<file path="src/rtl/cnt_ctrl_pkg.sv">
// cnt_ctrl shared definitions.
// State encoding and default sizing.
package cnt_ctrl_pkg;

  localparam int DEF_WIDTH = 4;

  typedef enum logic [1:0] {
    IDLE  = 2'd0,
    RUN   = 2'd1,
    PAUSE = 2'd2,
    DONE  = 2'd3
  } state_e;

endpackage

</file>
<file path="src/rtl/cnt_ctrl_if.sv">
// cnt_ctrl control/status bundle.
// master drives commands, slave is the sequencer.
interface cnt_ctrl_if
  import cnt_ctrl_pkg::*;
#(
  parameter int WIDTH = DEF_WIDTH
);

  logic             Start;
  logic             Stop;
  logic             Load;
  logic [WIDTH-1:0] D;
  logic [WIDTH-1:0] Limit;
  logic             Up;
  logic             Auto;
  logic [WIDTH-1:0] Q;
  logic             Busy;
  logic             Done;
  logic             Wrap;

  modport master (
    output Start, Stop, Load,
    output D, Limit, Up, Auto,
    input  Q, Busy, Done, Wrap
  );

  modport slave (
    input  Start, Stop, Load,
    input  D, Limit, Up, Auto,
    output Q, Busy, Done, Wrap
  );

endinterface

</file>
<file path="src/rtl/cnt_ctrl_dp.sv">
// cnt_ctrl count register.
// Load beats enable; enable steps by up_i.
module cnt_ctrl_dp #(
  parameter int WIDTH = 4
) (
  input  logic             clk_i,
  input  logic             rst_n_i,
  input  logic             ld_i,
  input  logic [WIDTH-1:0] ld_val_i,
  input  logic             en_i,
  input  logic             up_i,
  output logic [WIDTH-1:0] q_o
);

  logic [WIDTH-1:0] q_q;
  logic [WIDTH-1:0] q_d;

  // next count: parallel load, step, or hold
  always_comb begin
    q_d = q_q;
    if (ld_i) begin
      q_d = ld_val_i;
    end else if (en_i) begin
      q_d = up_i ? q_q + 1'b1 : q_q - 1'b1;
    end
  end

  // count register, cleared on reset
  always_ff @(posedge clk_i or negedge rst_n_i) begin
    if (!rst_n_i) begin
      q_q <= '0;
    end else begin
      q_q <= q_d;
    end
  end

  assign q_o = q_q;

endmodule

</file>
<file path="src/rtl/cnt_ctrl.sv">
// cnt_ctrl sequencer: IDLE/RUN/PAUSE/DONE.
// Drives the count register and status pulses.
module cnt_ctrl
  import cnt_ctrl_pkg::*;
#(
  parameter int WIDTH = DEF_WIDTH
) (
  input  logic       Clock,
  input  logic       Resetn,
  cnt_ctrl_if.slave  bus
);

  state_e           state_q;
  state_e           state_d;
  logic             done_q;
  logic             done_d;
  logic             wrap_q;
  logic             wrap_d;
  logic             ld;
  logic [WIDTH-1:0] ld_val;
  logic             en;
  logic [WIDTH-1:0] q;
  logic [WIDTH-1:0] s_val;
  logic [WIDTH-1:0] t_val;
  logic             at_t;

  // direction picks start value and terminal
  always_comb begin
    s_val = bus.Up ? '0 : bus.Limit;
    t_val = bus.Up ? bus.Limit : '0;
    at_t  = (q == t_val);
  end

  // next state, register controls, pulses
  always_comb begin
    state_d = state_q;
    ld      = 1'b0;
    ld_val  = bus.D;
    en      = 1'b0;
    done_d  = 1'b0;
    wrap_d  = 1'b0;
    if (bus.Load) begin
      ld      = 1'b1;
      state_d = IDLE;
    end else begin
      unique case (state_q)
        IDLE: begin
          if (bus.Start) begin
            ld      = 1'b1;
            ld_val  = s_val;
            state_d = RUN;
          end
        end
        RUN: begin
          if (bus.Stop) begin
            state_d = PAUSE;
          end else if (at_t && bus.Auto) begin
            ld     = 1'b1;
            ld_val = s_val;
            wrap_d = 1'b1;
          end else if (at_t) begin
            done_d  = 1'b1;
            state_d = DONE;
          end else begin
            en = 1'b1;
          end
        end
        PAUSE: begin
          if (bus.Stop) begin
            state_d = IDLE;
          end else if (bus.Start) begin
            state_d = RUN;
          end
        end
        DONE: begin
          if (bus.Stop) begin
            state_d = IDLE;
          end else if (bus.Start) begin
            ld      = 1'b1;
            ld_val  = s_val;
            state_d = RUN;
          end
        end
        default: state_d = IDLE;
      endcase
    end
  end

  // state and pulse registers
  always_ff @(posedge Clock or negedge Resetn) begin
    if (!Resetn) begin
      state_q <= IDLE;
      done_q  <= 1'b0;
      wrap_q  <= 1'b0;
    end else begin
      state_q <= state_d;
      done_q  <= done_d;
      wrap_q  <= wrap_d;
    end
  end

  cnt_ctrl_dp #(
    .WIDTH (WIDTH)
  ) u_dp (
    .clk_i    (Clock),
    .rst_n_i  (Resetn),
    .ld_i     (ld),
    .ld_val_i (ld_val),
    .en_i     (en),
    .up_i     (bus.Up),
    .q_o      (q)
  );

  assign bus.Q    = q;
  assign bus.Busy = (state_q == RUN);
  assign bus.Done = done_q;
  assign bus.Wrap = wrap_q;

endmodule

</file>
<file path="src/flat_wrapper.sv">
// flat-port wrapper written by rule: the top's interface ports become plain ports
module cnt_ctrl_flat import cnt_ctrl_pkg::*;
#(
  parameter int WIDTH = DEF_WIDTH
)
  (Clock, Resetn, bus_Start, bus_Stop, bus_Load, bus_D, bus_Limit, bus_Up, bus_Auto, bus_Q, bus_Busy, bus_Done, bus_Wrap);
  cnt_ctrl_if #(.WIDTH(WIDTH)) bus_i ();
  input  logic Clock;
  input  logic Resetn;
  input wire logic [$bits(bus_i.Start)-1:0] bus_Start;
  input wire logic [$bits(bus_i.Stop)-1:0] bus_Stop;
  input wire logic [$bits(bus_i.Load)-1:0] bus_Load;
  input wire logic [$bits(bus_i.D)-1:0] bus_D;
  input wire logic [$bits(bus_i.Limit)-1:0] bus_Limit;
  input wire logic [$bits(bus_i.Up)-1:0] bus_Up;
  input wire logic [$bits(bus_i.Auto)-1:0] bus_Auto;
  output wire logic [$bits(bus_i.Q)-1:0] bus_Q;
  output wire logic [$bits(bus_i.Busy)-1:0] bus_Busy;
  output wire logic [$bits(bus_i.Done)-1:0] bus_Done;
  output wire logic [$bits(bus_i.Wrap)-1:0] bus_Wrap;
  assign bus_i.Start = bus_Start;
  assign bus_i.Stop = bus_Stop;
  assign bus_i.Load = bus_Load;
  assign bus_i.D = bus_D;
  assign bus_i.Limit = bus_Limit;
  assign bus_i.Up = bus_Up;
  assign bus_i.Auto = bus_Auto;
  assign bus_Q = bus_i.Q;
  assign bus_Busy = bus_i.Busy;
  assign bus_Done = bus_i.Done;
  assign bus_Wrap = bus_i.Wrap;
  cnt_ctrl #(.WIDTH(WIDTH)) u_core (.Clock(Clock), .Resetn(Resetn), .bus(bus_i));
endmodule
</file>
<file path="config.mk">
export PLATFORM = sky130hd
export DESIGN_NAME = cnt_ctrl_flat
export DESIGN_NICKNAME = d
export VERILOG_FILES = /design/src/rtl/cnt_ctrl_pkg.sv /design/src/rtl/cnt_ctrl_if.sv /design/src/rtl/cnt_ctrl_dp.sv /design/src/rtl/cnt_ctrl.sv /design/src/flat_wrapper.sv
export SDC_FILE = /design/constraint.sdc
export NUM_CORES = 1
export LEC_CHECK = 0
export CAP_MARGIN = 40
export CORE_UTILIZATION = 48
export CTS_CLUSTER_DIAMETER = 100
export DETAILED_ROUTE_END_ITERATION = 10
export MAX_ROUTING_LAYER = met4
export PLACE_DENSITY = 0.88
export SLEW_MARGIN = 20
export SYNTH_ARGS = -nofsm -noshare
export SYNTH_HDL_FRONTEND = slang
export SYNTH_SLANG_ARGS = --single-unit
export TNS_END_PERCENT = 30
</file>
<file path="constraint.sdc">
create_clock -name Clock -period 1.9 [get_ports Clock]
set_input_delay 0.38 -clock Clock [delete_from_list [all_inputs] [get_ports Clock]]
set_output_delay 0.38 -clock Clock [all_outputs]
set_load 0.01 [all_outputs]
</file>
Word level (Yosys, flattened, before mapping)
Index checks and enable logic that the tools add are counted.

Register bits: 8. ROM bits: 0. Bits in writable memories: 0. Memories: 0. Latch bits: 0. Logic and storage cells: 53. Bits of input ports: 15.

Divide/modulo/power cells: 0. Order comparisons: 0. Multipliers: 0. Mux-type cells: 36. Shift operators: 0. $add $sub $neg: 2. Reductions and logical operators: 5. Bitwise logic cells: 0. Equality and inequality tests: 6.

Operators with widths (count): two-way mux 4 bit (10); two-way mux 1 bit (17); two-way mux 2 bit (6); case mux 4 bit (3 select lines) (1); case mux 2 bit (3 select lines) (1); adder 4 x 1 -> 4 bit, second input constant (1); == test 2 bit, second input constant (2); == test 4 bit (1); != test 4 x 3 -> 1 bit, second input constant (1); != test 4 bit, second input constant (1); subtractor 4 x 1 -> 4 bit, second input constant (1); case mux 1 bit (3 select lines) (1); == test 2 x 1 -> 1 bit, second input constant (1); logical NOT 2 bit (1); AND reduction 2 bit (1); nonzero test 2 bit (1); OR reduction 2 bit (1); logical AND 1 bit (1).

Longest topological paths before layout
Gate-level depths: netlist (run 1).

Word-level depth: 9. Mapped depth: 9.

Hierarchy
Synthesis (run 1) repeated with hierarchy kept, for this count alone.

Cells, all modules: 99. Area, all modules: 858.3 µm².

Modules (own cells, without submodules): cnt_ctrl (times used 1, area each 546.8 µm², cells an instance 67); cnt_ctrl_dp (times used 1, area each 311.5 µm², cells an instance 32).

Worst setup path after synthesis (run 1)
OpenSTA, ideal clock, no wires.

Path kind: input to register. From: input port bus_Up. To: register u_core.u_dp.q_q[1], in the netlist u_core.u_dp.q_o[1]. Arrival time: 1.654 ns. Stages: 7. Buffers on the path: 1. Slack: 0.123 ns. Data required time: 1.777 ns. Path through: buf_6 o21a_1 nor3_1 o221ai_2 o21ai_0 o221ai_1 a2bb2oi_1.

Word-level cells in the longest chain between the ends: 8. Elaborated cells on any way between the ends: 23. Those cells by class: eq/ne: 1; mux: 20; reduce/logical: 2.

RTL lines: from (decl) (line flat_wrapper.sv:15) `input wire logic [$bits(bus_i.Up)-1:0] bus_Up;`; two-way mux 4 bit (line cnt_ctrl.sv:30) `t_val = bus.Up ? bus.Limit : '0;`; == test 4 bit (line cnt_ctrl.sv:31) `at_t = (q == t_val);`; logical AND 1 bit or two-way mux 1 bit (tied branches) (line cnt_ctrl.sv:57, cnt_ctrl.sv:61); two-way mux 4 bit or two-way mux 1 bit (tied branches) (line cnt_ctrl.sv:57) `end else if (at_t && bus.Auto) begin`; two-way mux 4 bit or two-way mux 1 bit (tied branches) (line cnt_ctrl.sv:55) `if (bus.Stop) begin`; case mux 4 bit (3 select lines), or another cell as far along (line cnt_ctrl.sv:46) `unique case (state_q)`; two-way mux 4 bit or two-way mux 1 bit (tied branches) (line cnt_ctrl.sv:42) `if (bus.Load) begin`; two-way mux 4 bit or nonzero test 2 bit (tied branches); to (signal assigned) (line cnt_ctrl_dp.sv:33) `q_q <= q_d;`; to (decl) (line cnt_ctrl_dp.sv:15) `logic [WIDTH-1:0] q_q;`.

Parallel ways exist; a longest one is shown, timed or not. The select of a mux whose other input is x is not followed. A chain may end at the register's enable or synchronous reset.

Worst setup path after layout (run 1)
From: register u_core.u_dp.q_q[3], in the netlist u_core.u_dp.q_o[3]. To: register u_core.u_dp.q_q[2], in the netlist u_core.u_dp.q_o[2].

Word-level cells in the longest chain between the ends: 7. Elaborated cells on any way between the ends: 17. Those cells by class: eq/ne: 1; mux: 14; reduce/logical: 2.

RTL lines (line): == test 4 bit (*) (cnt_ctrl.sv:31); logical AND 1 bit or two-way mux 1 bit (tied branches) (cnt_ctrl.sv:57, cnt_ctrl.sv:61); two-way mux 4 bit or two-way mux 1 bit (tied branches) (cnt_ctrl.sv:57); two-way mux 4 bit or two-way mux 1 bit (tied branches) (cnt_ctrl.sv:55); case mux 4 bit (3 select lines), or another cell as far along (cnt_ctrl.sv:46); two-way mux 4 bit or two-way mux 1 bit (tied branches) (cnt_ctrl.sv:42); two-way mux 4 bit or nonzero test 2 bit (tied branches).

Mark *: on every way between the ends. The rest lies on a longest branch, timed or not.

==> out/metrics.yaml, run 1 <==
num_rows: 15
clkTransAtPathRegs_ps: 70
required_ps: 2040
setup_ws_ps: -4.82
synth_seq_cells: 8
first_pass_iters: 4
power.leakage_nw: 0.681
r2r-start: "u_core.u_dp.q_o[3]$_DFFE_PN0P_"
io_buffers: 21
synth_top_cell_by_area: "dfrtp_1"
drt_iter0_drc: 53
ys_seq_area_frac: 0.229
cts_root_buf: "clkbuf_4"
slew_violations: 0
hpwl_um: 2260
reg2regPathDepth: 8
cts_tree: "built"
cts_hold_buf: 0
pre_cts_ws_ps: -561
fillers: 83
design.core.area_um2: 1710
dp.cells: 184
slew_headroom: 0.741
drv_cap: 0
gr-usage-all-layers: 0.319
synth_area_per_cell_um2: 7.87
violations: "setup timing"
synth_flop_cell: "dfrtp_1"
dieArea_um2: 1990
setup_viol: 1
final_cells: 194
yosysMostFrequentCell: "o21ai_0"
fmax_mhz: 525
clock_latency_ps: 270
synth_edf_count: 0
synthArstFlopShare: 1.00
r2r_slack_ps: -5
synth_cell_types: 43
start_kind: "flip-flop"
min_period_ps: 1900
syn_nets: 129
synth_area_um2: 873
syn_inst: 111
skew_ps: 16.7
fin_nets: 189
avgViaCountPerCell: 5.87
initial_core_util: 0.511
hold_viol: 0
power_mw: 0.756
wl_per_cell_um: 16.1
grt_start_max_net_pins: 10
finalCritPeriodShare: 1.00
grt_pass1_wl_um: 4530
yosysTopAreaCellShare: 0.229
worstPathArrival_ps: 2050
syn_to_final_growth_pct: 67.2
outcome: "finished, violations left"
antenna-diode-count: 0
io_pins: 22
die_y_um: 44.7
cts_buffer_depth: 2
seqCellArea_um2: 205
rr_endpoint: "u_core.u_dp.q_o[2]$_DFFE_PN0P_"
drc_errors: 0
antenna_found_initial: 0
grt_pass1_vias: 1033
tightest_slew_ps: 387
powerDensity_nw_per_um2: 518
wirelength_um: 3120
critPathCaptureType: "flip-flop"
cts.sinks: 8
timing.setup.tns_ps: -4.82
yosysWarnings: 0
grt_remaining_overflow: 0
peakVddDrop_v: 0.000279
synthTopCellsByArea: "dfrtp_1 23%, o21ai_0 5.2%, xor2_1 5.0%"
die_x_um: 44.7
cts_max_level: 1
worst-path-max-fanout: 5
antenna_left: 0
gp_congestion: 0.897
drive_gt1_frac: 0.373
hp-class: "in2async"
crit_type: "reg2reg"
cts_buffers: 3
ys_top_cells_by_count: "9 x o21ai_0, 8 x dfrtp_1, 8 x nand3_1"
crit_start: "u_core.u_dp.q_o[3]$_DFFE_PN0P_"
vias: 1138
multi_input_area_um2: 688
==> how the worst max path moves through the flow <==
stage	cells after the start	slack, ps	endpoint
after detailed placement	9	-560	u_core.u_dp.q_o[3]$_DFFE_PN0P_
after floorplan	7	120	u_core.u_dp.q_o[1]$_DFFE_PN0P_
final	8	-5	u_core.u_dp.q_o[2]$_DFFE_PN0P_
after CTS	6	10	u_core.u_dp.q_o[2]$_DFFE_PN0P_
after global placement	9	-450	u_core.u_dp.q_o[3]$_DFFE_PN0P_
after global routing	8	-60	u_core.u_dp.q_o[2]$_DFFE_PN0P_
==> critical path: stages, from the launching register on <==
cell and delay, ps:
dfrtp_2 440, xor2_1 180, o22ai_2 130, o221ai_4 270, or2_1 200, buf_4 120, buf_4 90, o211ai_1 80
a222oi_1 270
==> cell usage in the layout, fill, tap and decap left out, types with 2 or more instances in the layout <==
cell type        instances
a21oi_1                  7
a31oi_1                  3
and2_1                   2
and2b_2                  2
buf_4                   38
clkbuf_2                 2
clkbuf_4                 3
clkdlybuf4s15_1          2
clkdlybuf4s50_1         14
dfrtp_1                  4
dfrtp_2                  4
ha_1                     2
inv_1                    7
mux2i_1                  3
nand2_1                  4
nand2b_1                 2
nand3_1                  8
nand4_1                  2
nand4b_1                 2
nor2_1                   7
nor3_4                   2
o21a_1                   2
o21ai_0                  7
o21ai_1                  2
o221ai_1                 2
o22ai_2                  3
xor2_1                   5
==> cell families after synthesis <==
logic type,after synthesis,share of synthesized area
AO/OA/AOI/OAI,38,0.297
XOR/XNOR,6,0.0602
adder cells (fa/ha/maj),3,0.0516
buffers and inverters,11,0.0559
flip-flops,8,0.229
multiplexers,4,0.0473
AND/OR/NAND/NOR,41,0.259
==> routing by layer <==
| layer | vias to the layer above | part of all wire | track usage |
|---|---|---|---|
| met5 | - | 0 | - |
| met4 | 0 | 0.052 | 0.103 |
| met3 | 23 | 0.056 | 0.0367 |
| met2 | 61 | 0.49 | 0.585 |
| met1 | 515 | 0.40 | 0.354 |
| li1 | 539 | - | - |
==> report_power, final <==
part           leakage, nW  total, mW  switching (mW)  internal (mW)
clock               0.0138      0.139          0.0661         0.0727
sequential          0.0968      0.222          0.0323          0.190
combinational        0.570      0.396           0.187          0.209
==> state kept, by name, summed over array words and instances (netlist names) <==
signal	cells
u_core.state_q	2
u_core.bus.Done	1
u_core.bus.Wrap	1
u_core.u_dp.q_o	4
==> repair_timing <==
action                     4_1_cts  5_1_grt
pin swaps                        4        8
setup buffers                    2        5
gates cloned                     0        0
resized for setup               18       17
setup endpoints to repair        6        4
==> stage by stage <==
| step | cell area, µm² | hold slack (ps) | util |
|---|---|---|---|
| CTS | 1390 | 404 | 0.815 |
| finish | 1460 | 397 | 0.855 |
| global placement | 1330 | 623 | 0.776 |
| floorplan | 873 | 84.4 | - |
| detailed placement | 1330 | 639 | 0.776 |
| global route | 1460 | 431 | 0.855 |
==> cell type report <==
class,instances,area share
clock buffers,3,0.0154
inverters,7,0.0180
multi-input cells,92,0.471
flip-flops and latches,8,0.141
well taps,25,0.0214
repair buffers,59,0.333
(Power assumes the default switching activity.)
==> run 2, diff against run 1 <==
- TNS_END_PERCENT: 30 -> 5
==> results of run 2 <==
Same layout as run 1: the final DEF is identical, and so are final timing and power.
